$ cat config.mk
export PLATFORM = sky130hd
export DESIGN_NAME = alu_share_arb
export DESIGN_NICKNAME = d
export VERILOG_FILES = /design/src/rtl/alu_share_arb.sv
export SDC_FILE = /design/constraint.sdc
export NUM_CORES = 1
export LEC_CHECK = 0
export CELL_PAD_IN_SITES_DETAIL_PLACEMENT = 0
export CELL_PAD_IN_SITES_GLOBAL_PLACEMENT = 2
export CORE_MARGIN = 2
export CORE_UTILIZATION = 27
export CTS_CLUSTER_DIAMETER = 200
export CTS_CLUSTER_SIZE = 8
export DETAILED_ROUTE_END_ITERATION = 8
export PLACE_DENSITY_LB_ADDON = 0.1
export SYNTH_ARGS = -nofsm -noshare
export SYNTH_HDL_FRONTEND = slang
export SYNTH_SLANG_ARGS = --single-unit
$ cat constraint.sdc
create_clock -name clk -period 2.5 [get_ports clk]
set_input_delay 0.625 -clock clk [delete_from_list [all_inputs] [get_ports clk]]
set_output_delay 0.625 -clock clk [all_outputs]
set_load 0.05 [all_outputs]
$ cat src/rtl/alu_share_arb.sv
// alu_share_arb: shares one combinational 8-bit ALU between the core execute
// path (port 0) and the helper/debug path (port 1). Each accepted request is
// latched, presented to the ALU for one EXEC cycle, and its result is held in
// a per-port response register until that requester consumes it.
module alu_share_arb #(
   parameter int FIXED_PRIO = 0,
   parameter int CNT_W      = 16
) (
   input  logic             clk,
   input  logic             rst_n,
   input  logic             req0_valid,
   input  logic [3:0]       req0_cmd,
   input  logic [7:0]       req0_a,
   input  logic [7:0]       req0_b,
   input  logic             req0_sc,
   output logic             req0_ready,
   input  logic             req1_valid,
   input  logic [3:0]       req1_cmd,
   input  logic [7:0]       req1_a,
   input  logic [7:0]       req1_b,
   input  logic             req1_sc,
   output logic             req1_ready,
   output logic             rsp0_valid,
   input  logic             rsp0_ready,
   output logic [7:0]       rsp0_rslt,
   output logic [2:0]       rsp0_flags,
   output logic             rsp1_valid,
   input  logic             rsp1_ready,
   output logic [7:0]       rsp1_rslt,
   output logic [2:0]       rsp1_flags,
   output logic [CNT_W-1:0] done0_cnt,
   output logic [CNT_W-1:0] done1_cnt,
   output logic [3:0]       alu_cmd,
   output logic [7:0]       alu_inA,
   output logic [7:0]       alu_inB,
   output logic             alu_sc_i,
   input  logic [7:0]       alu_rslt,
   input  logic             alu_sc_o,
   input  logic             alu_pari,
   input  logic             alu_one,
   output logic             busy
);

   localparam logic [0:0] ST_IDLE = 1'b0;
   localparam logic [0:0] ST_EXEC = 1'b1;

   localparam logic [CNT_W-1:0] CNT_ONE = {{(CNT_W-1){1'b0}}, 1'b1};
   localparam logic [CNT_W-1:0] CNT_MAX = {CNT_W{1'b1}};

   logic [0:0] state;
   logic [3:0] op_cmd;
   logic [7:0] op_a;
   logic [7:0] op_b;
   logic       op_sc;
   logic       owner;
   logic       last_grant;

   logic       elig0;
   logic       elig1;
   logic       grant;
   logic       accept;

   // A port with an unconsumed response is never granted; ties are broken by
   // fixed priority or by alternating away from the last granted port.
   always_comb begin
      elig0 = req0_valid && !rsp0_valid;
      elig1 = req1_valid && !rsp1_valid;
      grant = 1'b0;
      if (elig0 && !elig1) begin
         grant = 1'b0;
      end else if (elig1 && !elig0) begin
         grant = 1'b1;
      end else if (FIXED_PRIO != 0) begin
         grant = 1'b0;
      end else begin
         grant = ~last_grant;
      end
      req0_ready = rst_n && (state == ST_IDLE) && !grant && elig0;
      req1_ready = rst_n && (state == ST_IDLE) &&  grant && elig1;
      accept     = req0_ready || req1_ready;
   end

   // ALU inputs come from the operand registers only during EXEC, zero otherwise.
   always_comb begin
      busy     = (state == ST_EXEC);
      alu_cmd  = busy ? op_cmd : 4'b0000;
      alu_inA  = busy ? op_a   : 8'h00;
      alu_inB  = busy ? op_b   : 8'h00;
      alu_sc_i = busy ? op_sc  : 1'b0;
   end

   // Two-state sequencer: latch the granted request on accept, then spend one EXEC cycle.
   always_ff @(posedge clk or negedge rst_n) begin
      if (!rst_n) begin
         state      <= ST_IDLE;
         owner      <= 1'b0;
         last_grant <= 1'b1;
         op_cmd     <= 4'b0000;
         op_a       <= 8'h00;
         op_b       <= 8'h00;
         op_sc      <= 1'b0;
      end else begin
         case (state)
            ST_IDLE: begin
               if (accept) begin
                  state      <= ST_EXEC;
                  owner      <= grant;
                  last_grant <= grant;
                  op_cmd     <= grant ? req1_cmd : req0_cmd;
                  op_a       <= grant ? req1_a   : req0_a;
                  op_b       <= grant ? req1_b   : req0_b;
                  op_sc      <= grant ? req1_sc  : req0_sc;
               end
            end
            default: begin
               state <= ST_IDLE;
            end
         endcase
      end
   end

   // Port 0 response register: capture at the end of its EXEC, clear on consumption.
   always_ff @(posedge clk or negedge rst_n) begin
      if (!rst_n) begin
         rsp0_valid <= 1'b0;
         rsp0_rslt  <= 8'h00;
         rsp0_flags <= 3'b000;
      end else begin
         if (rsp0_valid && rsp0_ready) begin
            rsp0_valid <= 1'b0;
         end
         if ((state == ST_EXEC) && !owner) begin
            rsp0_valid <= 1'b1;
            rsp0_rslt  <= alu_rslt;
            rsp0_flags <= {alu_sc_o, alu_pari, alu_one};
         end
      end
   end

   // Port 1 response register: capture at the end of its EXEC, clear on consumption.
   always_ff @(posedge clk or negedge rst_n) begin
      if (!rst_n) begin
         rsp1_valid <= 1'b0;
         rsp1_rslt  <= 8'h00;
         rsp1_flags <= 3'b000;
      end else begin
         if (rsp1_valid && rsp1_ready) begin
            rsp1_valid <= 1'b0;
         end
         if ((state == ST_EXEC) && owner) begin
            rsp1_valid <= 1'b1;
            rsp1_rslt  <= alu_rslt;
            rsp1_flags <= {alu_sc_o, alu_pari, alu_one};
         end
      end
   end

   // Saturating counts of responses each port has consumed.
   always_ff @(posedge clk or negedge rst_n) begin
      if (!rst_n) begin
         done0_cnt <= '0;
         done1_cnt <= '0;
      end else begin
         if (rsp0_valid && rsp0_ready && (done0_cnt != CNT_MAX)) begin
            done0_cnt <= done0_cnt + CNT_ONE;
         end
         if (rsp1_valid && rsp1_ready && (done1_cnt != CNT_MAX)) begin
            done1_cnt <= done1_cnt + CNT_ONE;
         end
      end
   end

endmodule

; ---- Yosys cells after proc, flatten, opt, wreduce, memory -nomap -nowiden
; Index checks and enable logic that the tools add are counted.
[totals]
ff_bits = 80
out_inout_bits = 80
input_bits = 59
wordCells = 62
[op_classes]
n_reduce_logical = 25
n_bitwise = 2
add_sub_neg = 2
eq_ne = 2
n_mux = 16
[ops]
columns = op, n
row1 = "adder 16 x 1 -> 16 bit, second input constant", 2
row2 = two-way mux 8 bit, 4
row3 = "!= test 16 bit, second input constant", 2
row4 = logical AND 1 bit, 15
row5 = two-way mux 1 bit, 10
row6 = two-way mux 4 bit, 2
row7 = zero test 1 bit, 6
row8 = nonzero test 2 bit, 2
row9 = NOT 1 bit, 2
row10 = AND reduction 2 bit, 1
row11 = logical OR 1 bit, 1

; ---- Longest topological paths before layout
; Gate-level depths: netlist of run 1.
[logic_depth]
ltp_word = 12
ltp_mapped = 7

; ---- Least setup slack after synthesis of run 1
; OpenSTA, ideal clock, no wires.
[synth_timing]
kind = reg-to-output
from = register state (netlist: busy)
to = output req0_ready
arrival_time_ps = 1944
required_ps = 1875
stages_incl_launch_ff = 3
path_slack_ps = -69
cell_sequence = dfrtp_1 nand2b_1 nor3_1
[synth_between]
elab_chain_len = 4
[synth_lines]
columns = item, line
row1 = start: declaration, 50  ; logic [0:0] state;
row2 = start signal: assignment, 95  ; state <= ST_IDLE;
row3 = start signal: assignment, 106  ; state <= ST_EXEC;
row4 = start signal: assignment, 116  ; state <= ST_IDLE;
row5 = NOT 1 bit (no source line), -
row6 = logical AND 1 bit (3 in series), 78  ; req0_ready = rst_n && (state == ST_IDLE) && !grant && elig0;
row7 = end: declaration, 16  ; output logic req0_ready,
; No other way between the ends.

; ---- Final worst setup path of run 1
[layout_timing]
from = input req1_valid
to = output req1_ready
[layout_between]
elab_chain_len = 6
[layout_lines]
columns = item, line
row1 = start: declaration, 17  ; input logic req1_valid,
row2 = logical AND 1 bit *, 67  ; elig1 = req1_valid && !rsp1_valid;
row3 = logical AND 1 bit / zero test 1 bit (equally long branches), "71, 69"
row4 = two-way mux 1 bit / logical AND 1 bit (equally long branches), "71, 69"
row5 = two-way mux 1 bit, 69  ; if (elig0 && !elig1) begin
row6 = logical AND 1 bit, 79  ; req1_ready = rst_n && (state == ST_IDLE) && grant && elig1;
row7 = logical AND 1 bit *, 79
row8 = end: declaration, 22  ; output logic req1_ready,
; Mark *: on every way between the ends. The rest lies on a longest branch, timed or not.

==> impl_metrics.tcl, run 1 <==
set metrics [dict create \
    fp.dieW_um 119 \
    final_max_slew_viol_count 0 \
    crit_arrival_ns 1.68 \
    area_growth_pct 54.4 \
    ys_top_cells_by_area "dfrtp_1, mux2_2, mux2i_1" \
    syn_avg_cell_area_um2 11.4 \
    first_iter_violations 98 \
    layout-drive-gt1-share 0.174 \
    cts_buffers 9 \
    path_max_fanout 4 \
    fin_crit_sh 0.921 \
    placedCellCount 626 \
    cts.clk_slew.worst_paths_ns 0.06 \
    track_usage 0.133 \
    p_leak_nw 2.36 \
    grt_max_degree 45 \
    cts_root_buf "clkbuf_16" \
    crit_path_start_kind "input port" \
    ios 139 \
    place_congestion 0.698 \
    clkLatencyLatePin_ns 0.34 \
    clock.fmax_mhz 434 \
    numPortBuffers 138 \
    grt_pass1_wl_um 14900 \
    vdd_ir_drop_max_mv 0.767 \
    rrSetupSlack_ns 0.51 \
    status "finished, final reports clean" \
    post-route-drc-count 0 \
    antenna_found_initial 0 \
    start_util 0.273 \
    tightest_slew_ns 0.633 \
    layout_common_cells "clkdlybuf4s50_1, dfrtp_1, buf_4, nor2_1, mux2_2" \
    nets 522 \
    total_power_mw 6.28 \
    cts_num_sinks 80 \
    clock_skew_ns 0.00779 \
    wl_per_cell_um 14.3 \
    syn_inst 313 \
    grt-ovfl-total 0 \
    drt_first_pass_iters 4 \
    diodes 0 \
    cp_data_required_time_ns 1.88 \
    yosys_warnings 0 \
    seq_area_frac_synth 0.560 \
    layout_commonest_cell "clkdlybuf4s50_1" \
    synth.cell_area_mm2 0.00358 \
    grt_pass1_vias 2907 \
    reg2reg_to "done0_cnt[1]" \
    fp.coreArea_mm2 0.0131 \
    cts_tree "done" \
    crit_type "input port to primary output" \
    dieHeight_um 119 \
    vias 2804 \
    ctsHoldBuffers 0 \
    wl_um 9170 \
    viasPerCell 4.37 \
    ys_ff_latch 80 \
    die_area_mm2 0.0142 \
    rsz0062_at_grt "false" \
    power.density_mw_per_mm2 1140 \
    relSlewSlack 0.574 \
    hpwlAfterDp_um 6560 \
    htreeDepth 3 \
    hold_viol 0 \
    max-cap-violations 0 \
    finalSetupTns_ns 0 \
    fin_util 0.422 \
    layout.cells.non_filler 642 \
    hold_path_class "input port to async pin" \
    row_count 42 \
    yosys.area.top_type "dfrtp_1" \
    setup_viol 0 \
    r2r-start "done0_cnt[0]" \
    fin_crit_ns 2.30 \
    final_antenna_net_count 0 \
    r2r_cells 6 \
    critPathCaptureType "primary output" \
    synth_cell_type_count 33 \
    syn-num-nets 374 \
    clock_path_buffers 2 \
    synth_top_area_frac 0.553 \
]
## power breakdown
group          leakage, nW  total (mW)  switching (mW)  internal (mW)
clock                0.145        1.34           0.535          0.804
sequential           0.982        2.00           0.275           1.73
combinational         1.23        2.93            1.83           1.11
total                 2.36        6.28            2.64           3.64
## kinds of logic (layout without fill, tap and decap cells)
group	after synthesis	count (layout)	synth area share
AOI/OAI and AO/OA	32	32	0.0511
xor gates and xnor gates	28	28	0.0686
adders and majority gates	3	3	0.00980
buffers and inverters	17	170	0.0182
DFF	80	80	0.560
muxes	45	45	0.134
and+or+nand+nor	108	108	0.158
## through the flow
step | area (um^2) | hold slack [ns] | setup slack, ns
after floorplan | 3580 | 0.329 | 0.315
after global placement | 5210 | 0.476 | 0.0212
after detailed placement | 5210 | 0.493 | 0.0268
after CTS | 5520 | 0.438 | 0.0747
after global routing | 5520 | 0.465 | 0.0638
final | 5520 | 0.405 | 0.196
## Yosys cell counts
cell and number:
and3_1 4, maj3_1 1, nand3_1 9, xnor2_1 22
nor2b_1 2, nor4_1 2, nand4_2 1, or4_1 2
a21o_1 1, and2_1 21, o21ai_0 5, mux2_2 24
buf_2 1, dfstp_2 1, nand4_1 10, inv_1 6
xor2_1 6, nor2_1 29, mux2i_1 21, a31oi_2 1
dfrtp_1 79, nand2_1 17, nor3_1 4, a21oi_1 23
clkbuf_1 9, ha_1 2, buf_1 1, nand2b_1 2
and3b_1 1, o21a_1 1, a2111oi_2 1, and4_1 3
nor3b_1 1
## layer usage
layer,GRT usage,wire (um),vias to the layer above,part of all wire
met5,0,0,-,0
met4,0.0513,144,0,0.016
met3,0.0474,715,11,0.078
met2,0.210,4170,82,0.45
met1,0.167,4150,1334,0.45
li1,-,-,1377,-
## critical path: stages
cell             delay (ns)
clkdlybuf4s50_1        0.45
nand2_1                0.12
nor2_1                 0.12
o21ai_1                0.10
inv_1                  0.11
buf_12                 0.14
## final cells by class
class                   count  area (um^2)
flip-flops and latches     80         2000
clock inverters             6         67.6
repair buffers            148         1440
well taps                 176          220
fillers                  1259         7560
inverters                   6         22.5
multi-input cells         216         1520
clock buffers              10          239
## registers in the layout (all words and copies together) (netlist names), 3 cells and up
| name | flops |
|---|---|
| done0_cnt | 16 |
| done1_cnt | 16 |
| op_a | 8 |
| op_b | 8 |
| op_cmd | 4 |
| rsp0_flags | 3 |
| rsp0_rslt | 8 |
| rsp1_flags | 3 |
| rsp1_rslt | 8 |
## repair_timing
| action | CTS | global route |
|---|---|---|
| hold endpoints to repair | 0 | 0 |
| setup buffers | 0 | 0 |
| setup endpoints to repair | 0 | 1 |
| resized for setup | 0 | 1 |
## worst max path at each step
stage,from,to,slack (ns),cells after the start
final,req1_valid,req1_ready,0.20,6
after global routing,req0_valid,req1_ready,0.06,5
after CTS,req0_valid,req1_ready,0.07,5
after detailed placement,rsp0_ready,done0_cnt[15],0.03,5
after global placement,rsp0_ready,done0_cnt[15],0.02,5
after floorplan,done1_cnt[0],done1_cnt[12],0.31,7
Power figures use the tool's default switching activity.
==> run 2: changes to the inputs <==
- GPL_ROUTABILITY_DRIVEN: unset -> 0
- GPL_TIMING_DRIVEN: unset -> 0
==> impl_metrics.tcl, run 2 (synthesized netlist as in run 1, its figures left out) <==
set metrics [dict create \
    status "finished, final reports clean" \
    track_usage 0.137 \
    dieHeight_um 119 \
    slowest_delay_ns 0.82 \
    layout_common_cells "clkdlybuf4s50_1, dfrtp_1, nor2_1, mux2_2, a21oi_1" \
    finalSetupTns_ns 0 \
    rsz0062_at_grt "false" \
    final_antenna_net_count 0 \
    viasPerCell 4.42 \
    area_growth_pct 54.1 \
    die_area_mm2 0.0142 \
    clock_skew_ns 0.00693 \
    clock_path_buffers 2 \
    wl_per_cell_um 14.5 \
    crit_path_start_kind "register" \
    grt-ovfl-total 0 \
    power.density_mw_per_mm2 1110 \
    layout_commonest_cell "clkdlybuf4s50_1" \
    post-route-drc-count 0 \
    path_cells "and2_1 > clkdlybuf4s50_1" \
    diodes 0 \
    relSlewSlack 0.493 \
    wl_um 9340 \
    reg.largest.list "done0_cnt (16), done1_cnt (16)" \
    crit_type "register to primary output" \
    crit_buf_inv 1 \
    grt_pass1_wl_um 15000 \
    critPathSlowestCell "clkdlybuf4s50_1" \
    grt_max_degree 46 \
    clock.fmax_mhz 417 \
    nets 525 \
    ios 139 \
    setup_viol 0 \
    fin_crit_ns 2.40 \
    drt_first_pass_iters 4 \
    cts_tree "done" \
    fp.coreArea_mm2 0.0131 \
    worstSetupPathDepth 2 \
    cp_top_family "buffers and inverters" \
    hpwlAfterDp_um 6720 \
    layout-drive-gt1-share 0.124 \
    p_leak_nw 2.33 \
    crit_arrival_ns 1.77 \
    r2r-start "done1_cnt[0]" \
    hold_path_class "input port to async pin" \
    first_iter_violations 69 \
    fin_crit_sh 0.959 \
    hold_viol 0 \
    row_count 42 \
    cts_root_buf "clkbuf_16" \
    startpoint "busy" \
    design_area_mm2 0.00551 \
    r2r_cells 7 \
    cts.clk_slew.worst_paths_ns 0.06 \
    htreeDepth 3 \
    cp_data_required_time_ns 1.88 \
    fp.dieW_um 119 \
    antenna_found_initial 0 \
    fill_cells 1258 \
    grt_pass1_vias 2816 \
    cts_num_sinks 80 \
    numPortBuffers 138 \
    vias 2850 \
    start_util 0.273 \
    postPlaceCellArea_mm2 0.00521 \
    tightest_slew_ns 0.760 \
    cts_buffers 9 \
    clkLatencyLatePin_ns 0.35 \
    path_max_fanout 7 \
    max-cap-violations 0 \
    final_max_slew_viol_count 0 \
    critPathCaptureType "primary output" \
    vdd_ir_drop_max_mv 0.744 \
]
run 2: area by class of cell:
class,count,area [um^2],share of cell area
clock buffers,9,225,0.0409
well taps,176,220,0.0400
inverters,6,22.5,0.00409
flip-flops and latches,80,2000,0.364
multi-input cells,216,1510,0.275
plain buffers,11,45.0,0.00817
repair buffers,140,1430,0.259
clock inverters,7,55.1,0.00999
run 2: stage by stage:
| step | hold slack, ns | utilization | total power [mW] | setup slack (ns) | instances |
|---|---|---|---|---|---|
| global route | 0.121 | 0.421 | 6.48 | 0.00571 | 645 |
| finish | 0.118 | 0.421 | 6.14 | 0.102 | 645 |
| CTS | 0.116 | 0.419 | 6.22 | 0.0305 | 644 |
| floorplan | 0.329 | - | 3.92 | 0.315 | 313 |
| detailed placement | 0.486 | 0.398 | 4.97 | -0.848 | 628 |
| global placement | 0.476 | 0.396 | 4.93 | -3.80 | 627 |
run 2: per-layer routing:
layer,track usage,vias up,part of all wire
li1,-,1389,-
met1,0.179,1361,0.47
met2,0.200,86,0.43
met3,0.0493,14,0.073
met4,0.0670,0,0.022
met5,0,-,0
run 2: power by group:
group	switching (mW)	internal, mW
clock	0.578	0.681
sequential	0.281	1.73
combinational	1.82	1.05
run 2: what timing repair did:
| item | in CTS | in global routing |
|---|---|---|
| setup endpoints to repair | 45 | 12 |
| resized for setup | 45 | 8 |
| buffers inserted | 0 | 0 |
| hold buffers | 0 | 0 |
| gates cloned | 0 | 1 |
run 2: worst paths after layout:
path                                       to  slack (ns)
min in group clk                done1_cnt[15]        0.49
worst max register to register  done1_cnt[12]        0.38
worst min-delay path            done1_cnt[11]        0.12
worst min register to register  done1_cnt[15]        0.49
max in group asynchronous          last_grant        1.91
worst max-delay path                 alu_sc_i        0.10
run 2: worst reg2reg max path, delay by kind of cell, from the launching register on:
family | cells | cell delay (ns)
xor gates and xnor gates | 1 | 0.15
adders and majority gates | 1 | 0.19
buffers and inverters | 1 | 0.26
DFF | 1 | 0.43
and+or+nand+nor | 4 | 0.99
